==> src/rtl/hazard_scoreboard_unit_pkg.sv <==
// Shared pipeline control definitions: stage modes, stall levels,
// GPR address width and the default scoreboard depth.
package hazard_scoreboard_unit_pkg;

  // 32 general-purpose registers, x0 hard-wired to zero.
  localparam int GPR_ADDR_SPACE = 5;

  // Default number of in-flight long-latency writes tracked.
  localparam int SB_DEPTH_DEFAULT = 4;

  // Pipeline register control mode.
  typedef enum logic [1:0] {
    Normal = 2'b00,
    Stall  = 2'b01,
    Flush  = 2'b10
  } ctrl_mode_e;

  // Stall request levels.
  localparam logic On  = 1'b1;
  localparam logic Off = 1'b0;

endpackage

==> src/rtl/hazard_scoreboard_unit_sb_prio_enc.sv <==
// Lowest-set-bit encoder: returns the index of the lowest asserted bit of
// vec_i and whether any bit is set. Used to pick the next free entry.
module sb_prio_enc #(
  parameter int W     = 4,
  parameter int IDX_W = (W > 1) ? $clog2(W) : 1
) (
  input  logic [W-1:0]     vec_i,
  output logic [IDX_W-1:0] idx_o,
  output logic             any_o
);

  // Scan from the top down so the lowest set bit is the last one written.
  always_comb begin
    idx_o = '0;
    for (int i = W - 1; i >= 0; i--) begin
      if (vec_i[i]) begin
        idx_o = IDX_W'(i);
      end
    end
  end

  assign any_o = |vec_i;

endmodule

==> src/rtl/hazard_scoreboard_unit.sv <==
// Load-use / long-latency hazard controller beside the ID stage. Tracks one
// scoreboard entry per in-flight long-latency write, stalls the ID
// instruction on RAW/WAW/structural hazards and drives the IF, IF_ID and
// ID_EXE control modes. Completions bypass through forwarding and never stall.
module hazard_scoreboard_unit
  import hazard_scoreboard_unit_pkg::*;
#(
  parameter  int NUM_SRC = 2,
  parameter  int DEPTH   = SB_DEPTH_DEFAULT,
  parameter  int CNT_W   = 32,
  localparam int TAG_W   = $clog2(DEPTH)
) (
  input  logic                                clk,
  input  logic                                rst_n,
  input  logic                                id_valid,
  input  logic [NUM_SRC*GPR_ADDR_SPACE-1:0]   id_src_addr,
  input  logic [NUM_SRC-1:0]                  id_src_re,
  input  logic [GPR_ADDR_SPACE-1:0]           id_rd_addr,
  input  logic                                id_rd_we,
  input  logic                                id_long_lat,
  input  logic                                ex_flush,
  input  logic                                cmpl_valid,
  input  logic [TAG_W-1:0]                    cmpl_tag,
  output logic                                alloc_valid,
  output logic [TAG_W-1:0]                    alloc_tag,
  output logic [1:0]                          if_id_mode,
  output logic [1:0]                          id_exe_mode,
  output logic                                if_stall,
  output logic                                sb_full,
  output logic                                cmpl_err,
  output logic [CNT_W-1:0]                    stall_cycles
);

  localparam logic [CNT_W-1:0] CNT_MAX = '1;

  // Scoreboard state
  logic [DEPTH-1:0]          valid_q, valid_d;
  logic [GPR_ADDR_SPACE-1:0] rd_q [DEPTH];
  logic                      cmpl_err_q, cmpl_err_d;
  logic [CNT_W-1:0]          stall_cycles_q, stall_cycles_d;

  // Per-entry decode
  logic [DEPTH-1:0] cmpl_sel;     // completion tag addresses this entry
  logic [DEPTH-1:0] live;         // pending and not completing this cycle
  logic [DEPTH-1:0] src_hit;      // a live entry feeds an enabled source
  logic [DEPTH-1:0] waw_hit;      // a live entry targets the same rd
  logic [DEPTH-1:0] alloc_onehot;

  logic                      rd_nz;
  logic                      long_write;
  logic                      struct_haz;
  logic                      hazard;
  logic                      cmpl_hit;
  logic [TAG_W-1:0]          free_idx;
  logic                      any_free;

  assign rd_nz      = (id_rd_addr != '0);
  assign long_write = id_long_lat && id_rd_we && rd_nz;

  genvar gi, gj;
  generate
    for (gi = 0; gi < DEPTH; gi++) begin : g_ent
      logic [NUM_SRC-1:0] src_eq;

      assign cmpl_sel[gi] = cmpl_valid && (cmpl_tag == TAG_W'(gi));
      assign live[gi]     = valid_q[gi] && !cmpl_sel[gi];

      for (gj = 0; gj < NUM_SRC; gj++) begin : g_src
        assign src_eq[gj] = id_src_re[gj]
                         && (id_src_addr[gj*GPR_ADDR_SPACE +: GPR_ADDR_SPACE] != '0)
                         && (id_src_addr[gj*GPR_ADDR_SPACE +: GPR_ADDR_SPACE] == rd_q[gi]);
      end

      assign src_hit[gi]      = live[gi] && (|src_eq);
      assign waw_hit[gi]      = live[gi] && id_rd_we && rd_nz && (rd_q[gi] == id_rd_addr);
      assign alloc_onehot[gi] = alloc_valid && (free_idx == TAG_W'(gi));
    end
  endgenerate

  // Free-slot search uses registered valid, so a slot freed by this cycle's
  // completion only becomes allocatable on the following cycle.
  sb_prio_enc #(
    .W     (DEPTH),
    .IDX_W (TAG_W)
  ) u_free_enc (
    .vec_i (~valid_q),
    .idx_o (free_idx),
    .any_o (any_free)
  );

  assign sb_full    = &valid_q;
  assign struct_haz = long_write && sb_full;
  assign hazard     = id_valid && ((|src_hit) || (|waw_hit) || struct_haz);

  assign alloc_valid = id_valid && long_write && !hazard && !ex_flush && any_free;
  assign alloc_tag   = free_idx;

  // Out-of-range tags decode to no entry, so they also miss here.
  assign cmpl_hit = |(cmpl_sel & valid_q);

  // Pipeline control: flush beats hazard; a hazard holds IF/ID and bubbles ID/EXE.
  always_comb begin
    if_id_mode  = Normal;
    id_exe_mode = Normal;
    if_stall    = Off;
    if (ex_flush) begin
      if_id_mode  = Flush;
      id_exe_mode = Flush;
      if_stall    = Off;
    end else if (hazard) begin
      if_id_mode  = Stall;
      id_exe_mode = Flush;
      if_stall    = On;
    end
  end

  // Next scoreboard, error and counter state.
  always_comb begin
    valid_d        = (valid_q & ~(cmpl_sel & valid_q)) | alloc_onehot;
    cmpl_err_d     = cmpl_err_q || (cmpl_valid && !cmpl_hit);
    stall_cycles_d = stall_cycles_q;
    if (hazard && !ex_flush && (stall_cycles_q != CNT_MAX)) begin
      stall_cycles_d = stall_cycles_q + 1'b1;
    end
  end

  // State register; reset drops every pending entry immediately.
  always_ff @(posedge clk or negedge rst_n) begin
    if (!rst_n) begin
      valid_q        <= '0;
      cmpl_err_q     <= 1'b0;
      stall_cycles_q <= '0;
      for (int i = 0; i < DEPTH; i++) begin
        rd_q[i] <= '0;
      end
    end else begin
      valid_q        <= valid_d;
      cmpl_err_q     <= cmpl_err_d;
      stall_cycles_q <= stall_cycles_d;
      for (int i = 0; i < DEPTH; i++) begin
        if (alloc_onehot[i]) begin
          rd_q[i] <= id_rd_addr;
        end
      end
    end
  end

  assign cmpl_err     = cmpl_err_q;
  assign stall_cycles = stall_cycles_q;

endmodule

==> config.mk <==
export PLATFORM = sky130hd
export DESIGN_NAME = hazard_scoreboard_unit
export DESIGN_NICKNAME = d
export VERILOG_FILES = /design/src/rtl/hazard_scoreboard_unit_pkg.sv /design/src/rtl/hazard_scoreboard_unit_sb_prio_enc.sv /design/src/rtl/hazard_scoreboard_unit.sv
export SDC_FILE = /design/constraint.sdc
export NUM_CORES = 1
export LEC_CHECK = 0
export CORE_UTILIZATION = 57
export DETAILED_ROUTE_END_ITERATION = 8
export GPL_TIMING_DRIVEN = 0
export PLACE_DENSITY = 0.93
export SYNTH_ARGS = -nofsm -noshare
export SYNTH_HDL_FRONTEND = slang
export SYNTH_HIERARCHICAL = 1
export SYNTH_SLANG_ARGS = --single-unit
==> constraint.sdc <==
create_clock -name clk -period 17.1 [get_ports clk]
set_input_delay 5.13 -clock clk [delete_from_list [all_inputs] [get_ports clk]]
set_output_delay 5.13 -clock clk [all_outputs]
set_load 0.02 [all_outputs]
==> reports/metrics.cfg <==
[synth]
synth.top_cell.area_share_pct = 39.4
avgSynthCellArea_um2 = 9.86
syn-num-nets = 394
yosysTopAreaCell = dfrtp_1
ys_seq_area_share_pct = 39.4
synth_most_common_cell = xnor2_1
synthesis.area_um2 = 3620
synth_cell_types = 43
yosys-top-cells-count = xnor2_1, dfrtp_1, nand3_1
netlist_instances = 367
yosys_warnings = 6
yosys-top-cells-area = dfrtp_1, xnor2_1, mux2_2
synth_edf_count = 0
ys_seq_elements = 57
ys.flop_type = dfrtp_1
async_flop_share_pct = 100

[job]
drv_cap = 0

[clock_network]
tritoncts = built
clockRootBuffer = clkbuf_8
clk_latency_ns = 0.34
cts_resized = 0
cts_buffer_depth = 2
clock_sinks = 57
numCtsBuffers = 9
h-tree-depth = 3
clk_pin_slew_ns = 0.06
cts_setup_buffers = 0
cts_hold_buf = 0

[hold_path]
whs_path_depth = 1
hold_class = reg -> reg

[detailed_routing]
drtPass1Iterations = 6
wl_per_cell_um = 17.0
final_antenna_net_count = 0
routed_via_density = 5.92
finalWirelength_um = 8660
remaining_drc_errors = 0
vias = 3020
drtIter0Drc = 186

[placed_design]
place_ws_ns = 3.37
gp_congestion = 0.951
portBuffers = 51
post-dp-hpwl_um = 6370

[critical_path]
worstPathCellList = clkdlybuf4s50_1 -> nand2_1 -> o21ai_0 -> nor4_1 -> nor3_1 -> o22ai_1 -> or4_4 -> buf_6 -> clkbuf_1 -> nor3_1 -> clkdlybuf4s50_1
crit_path_end_kind = output port
crit_type = in -> out
cp_data_arrival_time_ns = 8.69
start_kind = input pin
slowest_stage = clkdlybuf4s50_1
reg2reg_depth = 9
worst_ep_required_time_ns = 11.97
slowest_delay_ns = 0.64
critical_path_peak_fanout = 10

[timing]
report.final.slew_viol_count = 0
holdWs_ns = 0.486
clock_skew_ns = 0.0124
tightest_slew_ns = 0.914
hold_viol_final = 0
rsz0062_at_grt = false
period_share_pct = 80.8
fmax_ghz = 0.0724
finalWorstSetupSlack_ns = 3.28
period_minus_slack_ns = 13.82
finalSetupViolCount = 0
timing.setup.tns_ns = 0
slew_headroom_pct = 38.6

[grt]
antenna_found_initial = 0
overflow = 0
grt.total_usage_pct = 27.6
grt_max_degree = 39
grt_pass1_vias = 2908
grt_pass1_wl_um = 13600

[power_and_ir_drop]
peakVddDrop_v = 0.0000614
power_density_nw_per_um2 = 82.4
leakage_nw = 1.74

[die]
core-area_um2 = 6030
dieArea_um2 = 6670
io_pins = 68
initial_utilization_pct = 60.0
die_w_um = 81.7
rows = 28
die_h_um = 81.7

[layout]
antenna_cells = 0
syn_to_final_growth_pct = 21.9
drive_above_1_share_pct = 14.0
num-nets-final = 457

[outcome]
outcome = complete, no violations

-- sequential cells by signal (all words and copies together) (netlist names) --
signal and flops:
cmpl_err 1, valid_q 4, stall_cycles 32, rd_q 20
-- power breakdown --
part	total, mW	switching [mW]	internal, mW
clock network	0.112	0.0559	0.0559
logic	0.0841	0.0407	0.0435
registers	0.167	0.0196	0.148
total	0.363	0.116	0.247
-- layout by cell type (no fill, tap or decap), drive strengths merged, types with 4 or more instances in the layout --
cell type      instances
and3                   7
xnor2                 67
buf                   10
inv                   10
o21ai                  5
xor2                  24
nor4                  11
or4                    4
nand2                 27
nor3                  20
clkinv                 4
nand3                 35
dfrtp                 57
clkdlybuf4s50         50
clkbuf                28
nand3b                 4
mux2                  21
nor2                  10
nand4                  7
or2                    5
-- layer usage --
metal	global-route usage (%)	up-vias	share of wire, %
li1	-	1379	-
met1	36.7	1463	41
met2	42.9	149	48
met3	4.33	29	7.2
met4	16.0	0	3.1
met5	0	-	0
-- final timing paths --
path                                  from               to  slack (ns)
min in group asynchronous            rst_n         rd_q[18]        4.75
hold / removal                    cmpl_err         cmpl_err        0.49
setup / recovery               cmpl_tag[0]      alloc_valid        3.28
max in group asynchronous            rst_n  stall_cycles[0]       11.79
setup reg to reg           stall_cycles[7]  stall_cycles[1]       14.08
hold reg to reg                   cmpl_err         cmpl_err        0.49
-- cell families after synthesis --
group | after synthesis | synth area share, %
other | 1 | 0.104
DFF | 57 | 39.4
buffers and inverters | 35 | 4.50
muxes | 22 | 7.16
adders and majority gates | 1 | 0.346
xor gates and xnor gates | 91 | 22.0
AOI/OAI and AO/OA | 16 | 3.25
and+or+nand+nor | 144 | 23.2
-- per-stage QoR --
step	instance area, µm²	utilization (%)	total power, mW	std cells
after floorplan	3620	-	0.227	367
after global placement	4220	70.1	0.247	493
after detailed placement	4240	70.3	0.253	494
after CTS	4410	73.2	0.363	510
after global routing	4410	73.2	0.379	510
final	4410	73.2	0.363	510
-- cell type report --
class	count	area [µm²]
clock inverters	5	31.3
well taps	75	93.8
inverters	10	37.5
flip-flops and latches	57	1430
repair buffers	52	526
multi-input cells	275	2030
plain buffers	25	125
fillers	419	1620
clock buffers	11	141
-- critical path, delay by kind of cell --
| family | cells | cell delay, ns |
|---|---|---|
| buffers and inverters | 4 | 1.64 |
| and+or+nand+nor | 5 | 1.32 |
| AOI/OAI and AO/OA | 2 | 0.58 |
(Power assumes the default switching activity.)
